$ cat config.mk
export PLATFORM = sky130hd
export DESIGN_NAME = mul_share_arbiter
export DESIGN_NICKNAME = d
export VERILOG_FILES = /design/src/rtl/mul_share_pkg.sv /design/src/rtl/TOP_mul_mul_16s_16s_24_4_1.sv /design/src/rtl/mul_share_arbiter.sv
export SDC_FILE = /design/constraint.sdc
export NUM_CORES = 1
export LEC_CHECK = 0
export ABC_AREA = 1
export ABC_CLOCK_PERIOD_IN_PS = 11950
export CORE_MARGIN = 2
export CORE_UTILIZATION = 55
export DETAILED_ROUTE_END_ITERATION = 8
export GPL_TIMING_DRIVEN = 0
export HOLD_SLACK_MARGIN = 0.1
export PLACE_DENSITY = 0.77
export SLEW_MARGIN = 20
export SYNTH_ARGS = -nofsm -noshare
export SYNTH_HDL_FRONTEND = slang
export SYNTH_SLANG_ARGS = --single-unit
export TNS_END_PERCENT = 30
$ cat constraint.sdc
create_clock -name clk -period 11.95 [get_ports clk]
set_clock_uncertainty 0.05 [all_clocks]
set_input_delay 1.7925 -clock clk [delete_from_list [all_inputs] [get_ports clk]]
set_output_delay 1.7925 -clock clk [all_outputs]
set_load 0.02 [all_outputs]
$ cat src/rtl/mul_share_pkg.sv
// Shared widths, multiplier latency and the sideband record carried alongside
// each operand pair through the shared multiplier pipeline.
package mul_share_pkg;

    localparam int unsigned MUL_LAT  = 3;
    localparam int unsigned OPND_W   = 16;
    localparam int unsigned PROD_W   = 24;

    // Sideband fields are sized for the widest supported configuration and
    // narrowed at the point of use.
    localparam int unsigned SB_ID_W  = 8;
    localparam int unsigned SB_TAG_W = 16;

    typedef struct packed {
        logic                valid;
        logic [SB_ID_W-1:0]  id;
        logic [SB_TAG_W-1:0] tag;
    } sideband_t;

endpackage

$ cat src/rtl/TOP_mul_mul_16s_16s_24_4_1.sv
// Pipelined 16x16 signed multiplier returning the low 24 product bits.
// Operands are captured on one ce edge; the product is valid MUL_LAT ce edges after that capture.
module TOP_mul_mul_16s_16s_24_4_1
    import mul_share_pkg::*;
(
    input  logic              clk,
    input  logic              ce,
    input  logic [OPND_W-1:0] din0,
    input  logic [OPND_W-1:0] din1,
    output logic [PROD_W-1:0] dout
);

    localparam int unsigned PIPE_N = MUL_LAT - 1;

    logic [OPND_W-1:0]        a_q, a_d;
    logic [OPND_W-1:0]        b_q, b_d;
    logic [PROD_W-1:0]        pipe_q [PIPE_N];
    logic [PROD_W-1:0]        pipe_d [PIPE_N];
    logic signed [PROD_W-1:0] a_ext, b_ext;

    // Sign-extending to the product width first makes the 24-bit multiply
    // produce exactly the low 24 bits of the full 32-bit product.
    always_comb begin
        a_ext = {{(PROD_W-OPND_W){a_q[OPND_W-1]}}, a_q};
        b_ext = {{(PROD_W-OPND_W){b_q[OPND_W-1]}}, b_q};
    end

    always_comb begin
        a_d    = a_q;
        b_d    = b_q;
        pipe_d = pipe_q;
        if (ce) begin
            a_d       = din0;
            b_d       = din1;
            pipe_d[0] = a_ext * b_ext;
            for (int unsigned i = 1; i < PIPE_N; i++) begin
                pipe_d[i] = pipe_q[i-1];
            end
        end
    end

    always_ff @(posedge clk) begin
        a_q    <= a_d;
        b_q    <= b_d;
        pipe_q <= pipe_d;
    end

    always_comb begin
        dout = pipe_q[PIPE_N-1];
    end

endmodule

$ cat src/rtl/mul_share_arbiter.sv
// Round-robin arbiter sharing one pipelined signed multiplier among NUM_REQ requesters.
// Results return in acceptance order with the originating requester id and tag.
module mul_share_arbiter
    import mul_share_pkg::*;
#(
    parameter  int unsigned NUM_REQ = 4,
    parameter  int unsigned TAG_W   = 4,
    localparam int unsigned ID_W    = (NUM_REQ > 1) ? $clog2(NUM_REQ) : 1
) (
    input  logic                      clk,
    input  logic                      reset,
    input  logic [NUM_REQ-1:0]        req_valid,
    output logic [NUM_REQ-1:0]        req_ready,
    input  logic [NUM_REQ*OPND_W-1:0] req_a,
    input  logic [NUM_REQ*OPND_W-1:0] req_b,
    input  logic [NUM_REQ*TAG_W-1:0]  req_tag,
    output logic                      rsp_valid,
    input  logic                      rsp_ready,
    output logic [PROD_W-1:0]         rsp_data,
    output logic [ID_W-1:0]           rsp_id,
    output logic [TAG_W-1:0]          rsp_tag,
    output logic                      busy
);

    logic [ID_W-1:0]   ptr_q, ptr_d;
    logic [ID_W-1:0]   grant_idx;
    logic [ID_W-1:0]   cand;
    logic              grant_found;
    logic              stall;
    logic              ce;
    logic              transfer;

    logic [OPND_W-1:0] op_a, op_b;
    logic [TAG_W-1:0]  op_tag;
    logic [PROD_W-1:0] mul_dout;

    sideband_t         sb_new;
    sideband_t         sb_q [MUL_LAT];
    sideband_t         sb_d [MUL_LAT];

    logic              rsp_valid_q, rsp_valid_d;
    logic [PROD_W-1:0] rsp_data_q, rsp_data_d;
    logic [ID_W-1:0]   rsp_id_q, rsp_id_d;
    logic [TAG_W-1:0]  rsp_tag_q, rsp_tag_d;

    logic              unused_sb_bits;

    always_comb begin
        stall = rsp_valid_q && !rsp_ready;
        ce    = !stall;
    end

    // Search starts one past the last grant and wraps modulo NUM_REQ.
    always_comb begin
        grant_found = 1'b0;
        grant_idx   = '0;
        cand        = '0;
        for (int unsigned k = 1; k <= NUM_REQ; k++) begin
            cand = ID_W'((32'(ptr_q) + k) % NUM_REQ);
            if (!grant_found && req_valid[cand]) begin
                grant_found = 1'b1;
                grant_idx   = cand;
            end
        end
    end

    always_comb begin
        transfer  = grant_found && !stall && !reset;
        req_ready = '0;
        for (int unsigned i = 0; i < NUM_REQ; i++) begin
            req_ready[i] = transfer && (grant_idx == ID_W'(i));
        end
        ptr_d = transfer ? grant_idx : ptr_q;
    end

    always_comb begin
        op_a   = req_a[32'(grant_idx)*OPND_W +: OPND_W];
        op_b   = req_b[32'(grant_idx)*OPND_W +: OPND_W];
        op_tag = req_tag[32'(grant_idx)*TAG_W +: TAG_W];
    end

    TOP_mul_mul_16s_16s_24_4_1 u_mul (
        .clk  (clk),
        .ce   (ce),
        .din0 (op_a),
        .din1 (op_b),
        .dout (mul_dout)
    );

    // Sideband advances on the same ce as the multiplier; idle cycles push bubbles.
    always_comb begin
        sb_new.valid = transfer;
        sb_new.id    = SB_ID_W'(grant_idx);
        sb_new.tag   = SB_TAG_W'(op_tag);
        sb_d         = sb_q;
        if (ce) begin
            sb_d[0] = sb_new;
            for (int unsigned i = 1; i < MUL_LAT; i++) begin
                sb_d[i] = sb_q[i-1];
            end
        end
    end

    always_comb begin
        rsp_valid_d = rsp_valid_q;
        rsp_data_d  = rsp_data_q;
        rsp_id_d    = rsp_id_q;
        rsp_tag_d   = rsp_tag_q;
        if (!stall) begin
            rsp_valid_d = sb_q[MUL_LAT-1].valid;
            if (sb_q[MUL_LAT-1].valid) begin
                rsp_data_d = mul_dout;
                rsp_id_d   = sb_q[MUL_LAT-1].id[ID_W-1:0];
                rsp_tag_d  = sb_q[MUL_LAT-1].tag[TAG_W-1:0];
            end
        end
    end

    always_comb begin
        unused_sb_bits = ^{sb_q[MUL_LAT-1].id, sb_q[MUL_LAT-1].tag};
    end

    always_ff @(posedge clk) begin
        if (reset) begin
            ptr_q       <= ID_W'(NUM_REQ - 1);
            for (int unsigned i = 0; i < MUL_LAT; i++) begin
                sb_q[i] <= '0;
            end
            rsp_valid_q <= 1'b0;
            rsp_data_q  <= '0;
            rsp_id_q    <= '0;
            rsp_tag_q   <= '0;
        end else begin
            ptr_q       <= ptr_d;
            sb_q        <= sb_d;
            rsp_valid_q <= rsp_valid_d;
            rsp_data_q  <= rsp_data_d;
            rsp_id_q    <= rsp_id_d;
            rsp_tag_q   <= rsp_tag_d;
        end
    end

    always_comb begin
        busy = rsp_valid_q;
        for (int unsigned i = 0; i < MUL_LAT; i++) begin
            busy = busy | sb_q[i].valid;
        end
        rsp_valid = rsp_valid_q;
        rsp_data  = rsp_data_q;
        rsp_id    = rsp_id_q;
        rsp_tag   = rsp_tag_q;
    end

endmodule

==> impl_metrics.toml <==
[yosys]
async_flop_share = 0
syn_area_um2 = 13800
ys_seq_area_frac = 0.253
synth_seq_cells = 134
syn_inst = 1715
synth_ff_type = "edfxtp_1"
syn_avg_cell_area_um2 = 8.03
yosysWarnings = 0
synth_edf_count = 80
synth_nets = 2126
synth_cell_type_count = 37

[timing]
hold_viol_final = 0
rsz0062_at_grt = "false"
min_period_ns = 6.55
relSlewSlack = 0.514
fmax_mhz = 153
fin_setup_tns_ns = 0
finalMaxSlewViolations = 0
tightestPinTransition_ns = 0.729
setup_viol_count_final = 0
fin_crit_sh = 0.548

[grt]
grt_pass1_wl_mm = 58.4
grt.total_usage = 0.288
grt_pass1_vias = 11900
antenna_found_initial = 0
grt_start_max_net_pins = 51
globalRouteOverflowTotal = 0

[layout]
final_nets = 2332
finalNonFillerCells = 2258
drive_gt1_frac = 0.0455
area_growth_pct = 20.9
antenna_cells = 0

[critical_path]
start_kind = "flip-flop"
critical_path.max_fanout = 10
cp.required_ns = 12.08
critPathKind = "reg2reg"
end_kind = "flip-flop"
cp.arrival_ns = 6.68

[flow_run]
drv_cap = 0

[clock_tree]
cts_sinks = 134
clk_pin_slew_ns = 0.07
ctsHoldBuffers = 0
ctsRootBufferMaster = "clkbuf_16"
htreeDepth = 4
insertion_delay_ns = 0.44
cts_tree = "built"
postCtsSetupRepairBufs = 0
cts.repair.resized = 0
cts_made_buffers = 17
clockBufferDepth = 2

[placement]
gp_congestion = 0.946
dp_hpwl_mm = 29.1
dp_cells = 2226
io_buffer_count = 186

[floorplanning]
core_area_um2 = 24500
die-width_um = 162
die_area_um2 = 26300
placementRows = 57
die_h_um = 162
start_util = 0.563
io_pins = 187

[route]
wire_per_inst_um = 16.0
drt_iter0_markers = 768
ant_nets = 0
vias = 11500
routed_wl_mm = 36.1
dr.pass1.iters = 5
vias_per_cell = 5.10
drc = 0

[hold_path]
hp-class = "reg2reg"

[run_status]
status = "finished, final reports clean"
-- cell usage after synthesis, types with 2 or more instances --
library cell  number  area [um2]
a21o_1             3        22.5
dfxtp_1           54        1080
or2_2              5        31.3
o22ai_1            9        56.3
inv_2              2        7.51
ha_1              73         913
xnor2_1            8        70.1
edfxtp_1          80        2400
nor2_8             2        40.0
fa_1             187        3740
buf_6             10         113
a21oi_1           26         130
nand2_1          521        1960
inv_1            406        1520
nand3_1           68         340
nor2_1            68         255
nor3_1             3        15.0
buf_2              4        20.0
inv_4              2        12.5
clkbuf_1          58         218
buf_4              4        30.0
nand2_2           19         119
xor2_1            25         219
clkinv_1           2        7.51
nand4_1            4        25.0
o21ai_0           58         290
nand2_4            2        22.5
a31oi_1            3        18.8
-- placed cells by master, fill, tap and decap left out, drive strengths merged --
| master | n |
|---|---|
| o21a | 1 |
| nor2 | 72 |
| xnor2 | 8 |
| dfxtp | 54 |
| or2 | 5 |
| edfxtp | 80 |
| nand4 | 4 |
| xor2 | 25 |
| o21ai | 58 |
| inv | 419 |
| o22ai | 9 |
| clkdlybuf4s50 | 186 |
| clkbuf | 77 |
| nand2 | 543 |
| nor3 | 3 |
| nand3 | 69 |
| a21oi | 26 |
| ha | 73 |
| buf | 19 |
| a21boi | 1 |
| a21o | 3 |
| nor4 | 1 |
| clkinv | 6 |
| fa | 187 |
| a211oi | 1 |
| bufinv | 1 |
| a31oi | 3 |
-- area by class of cell --
type,count,area (um2)
Multi-Input combinational cell,1092,8340
Fill cell,2047,7820
Sequential cell,134,3480
Timing Repair Buffer,187,1890
Inverter,413,1560
Clock buffer,19,443
Tap cell,324,405
Buffer,76,384
Clock inverter,13,138
-- metal layers --
metal  up-vias  track usage  routed length (um)
met5         -            0                   0
met1      5414        0.341               13900
met2       548        0.515               17900
met4         0        0.125                1430
met3        88       0.0539                2880
li1       5462            -                   -
-- registers in the layout, summed over array words and instances, names as in the netlist --
name / flops
ptr_q: 2
rsp_data: 24
rsp_id: 2
rsp_tag: 4
rsp_valid: 1
sb_q: 21
u_mul.a_q: 16
u_mul.b_q: 16
u_mul.dout: 24
u_mul.pipe_q: 24
-- through the flow --
stage	hold slack [ns]	area (um2)	utilization	worst slack [ns]
CTS	0.363	16600	0.681	5.46
global route	0.371	16600	0.681	5.13
finish	0.366	16600	0.681	5.40
detailed placement	0.355	16100	0.657	5.49
global placement	0.350	16000	0.656	5.48
floorplan	0.350	13800	-	6.41
-- worst max-delay path, stage by stage, from the launching register on --
cell,delay [ns]
edfxtp_1,0.33
clkbuf_1,0.43
clkbuf_1,0.58
nand2_1,0.15
fa_1,0.59
inv_1,0.16
fa_1,0.55
fa_1,0.51
inv_1,0.06
fa_1,0.50
fa_1,0.49
inv_1,0.05
fa_1,0.49
ha_1,0.43
inv_1,0.08
nor3_1,0.31
nand2_1,0.08
inv_1,0.08
nand3_1,0.07
nand3_1,0.15
inv_1,0.05
nand2_1,0.06
nand2_1,0.04
-- final timing paths --
check / start / end / slack [ns] / cells past startpoint
worst max-delay path: u_mul.b_q[3] / u_mul.pipe_q[47] / 5.40 / 22
worst min-delay path: u_mul.pipe_q[27] / u_mul.dout[3] / 0.37 / 0
worst max register to register: u_mul.b_q[3] / u_mul.pipe_q[47] / 5.40 / 22
worst min register to register: u_mul.pipe_q[27] / u_mul.dout[3] / 0.37 / 0
-- kinds of logic (layout without fill, tap and decap cells) --
logic type      after synthesis  after routing  share of synthesized area
simple gates                697            697                      0.208
flops                       134            134                      0.253
fa+ha+maj                   260            260                      0.338
buf+inv                     489            708                      0.141
xor+xnor                     33             33                     0.0210
compound gates              102            102                     0.0393
Power is not shown: default switching activity piles up to over one toggle a cycle in this logic, so the estimate is an artifact.
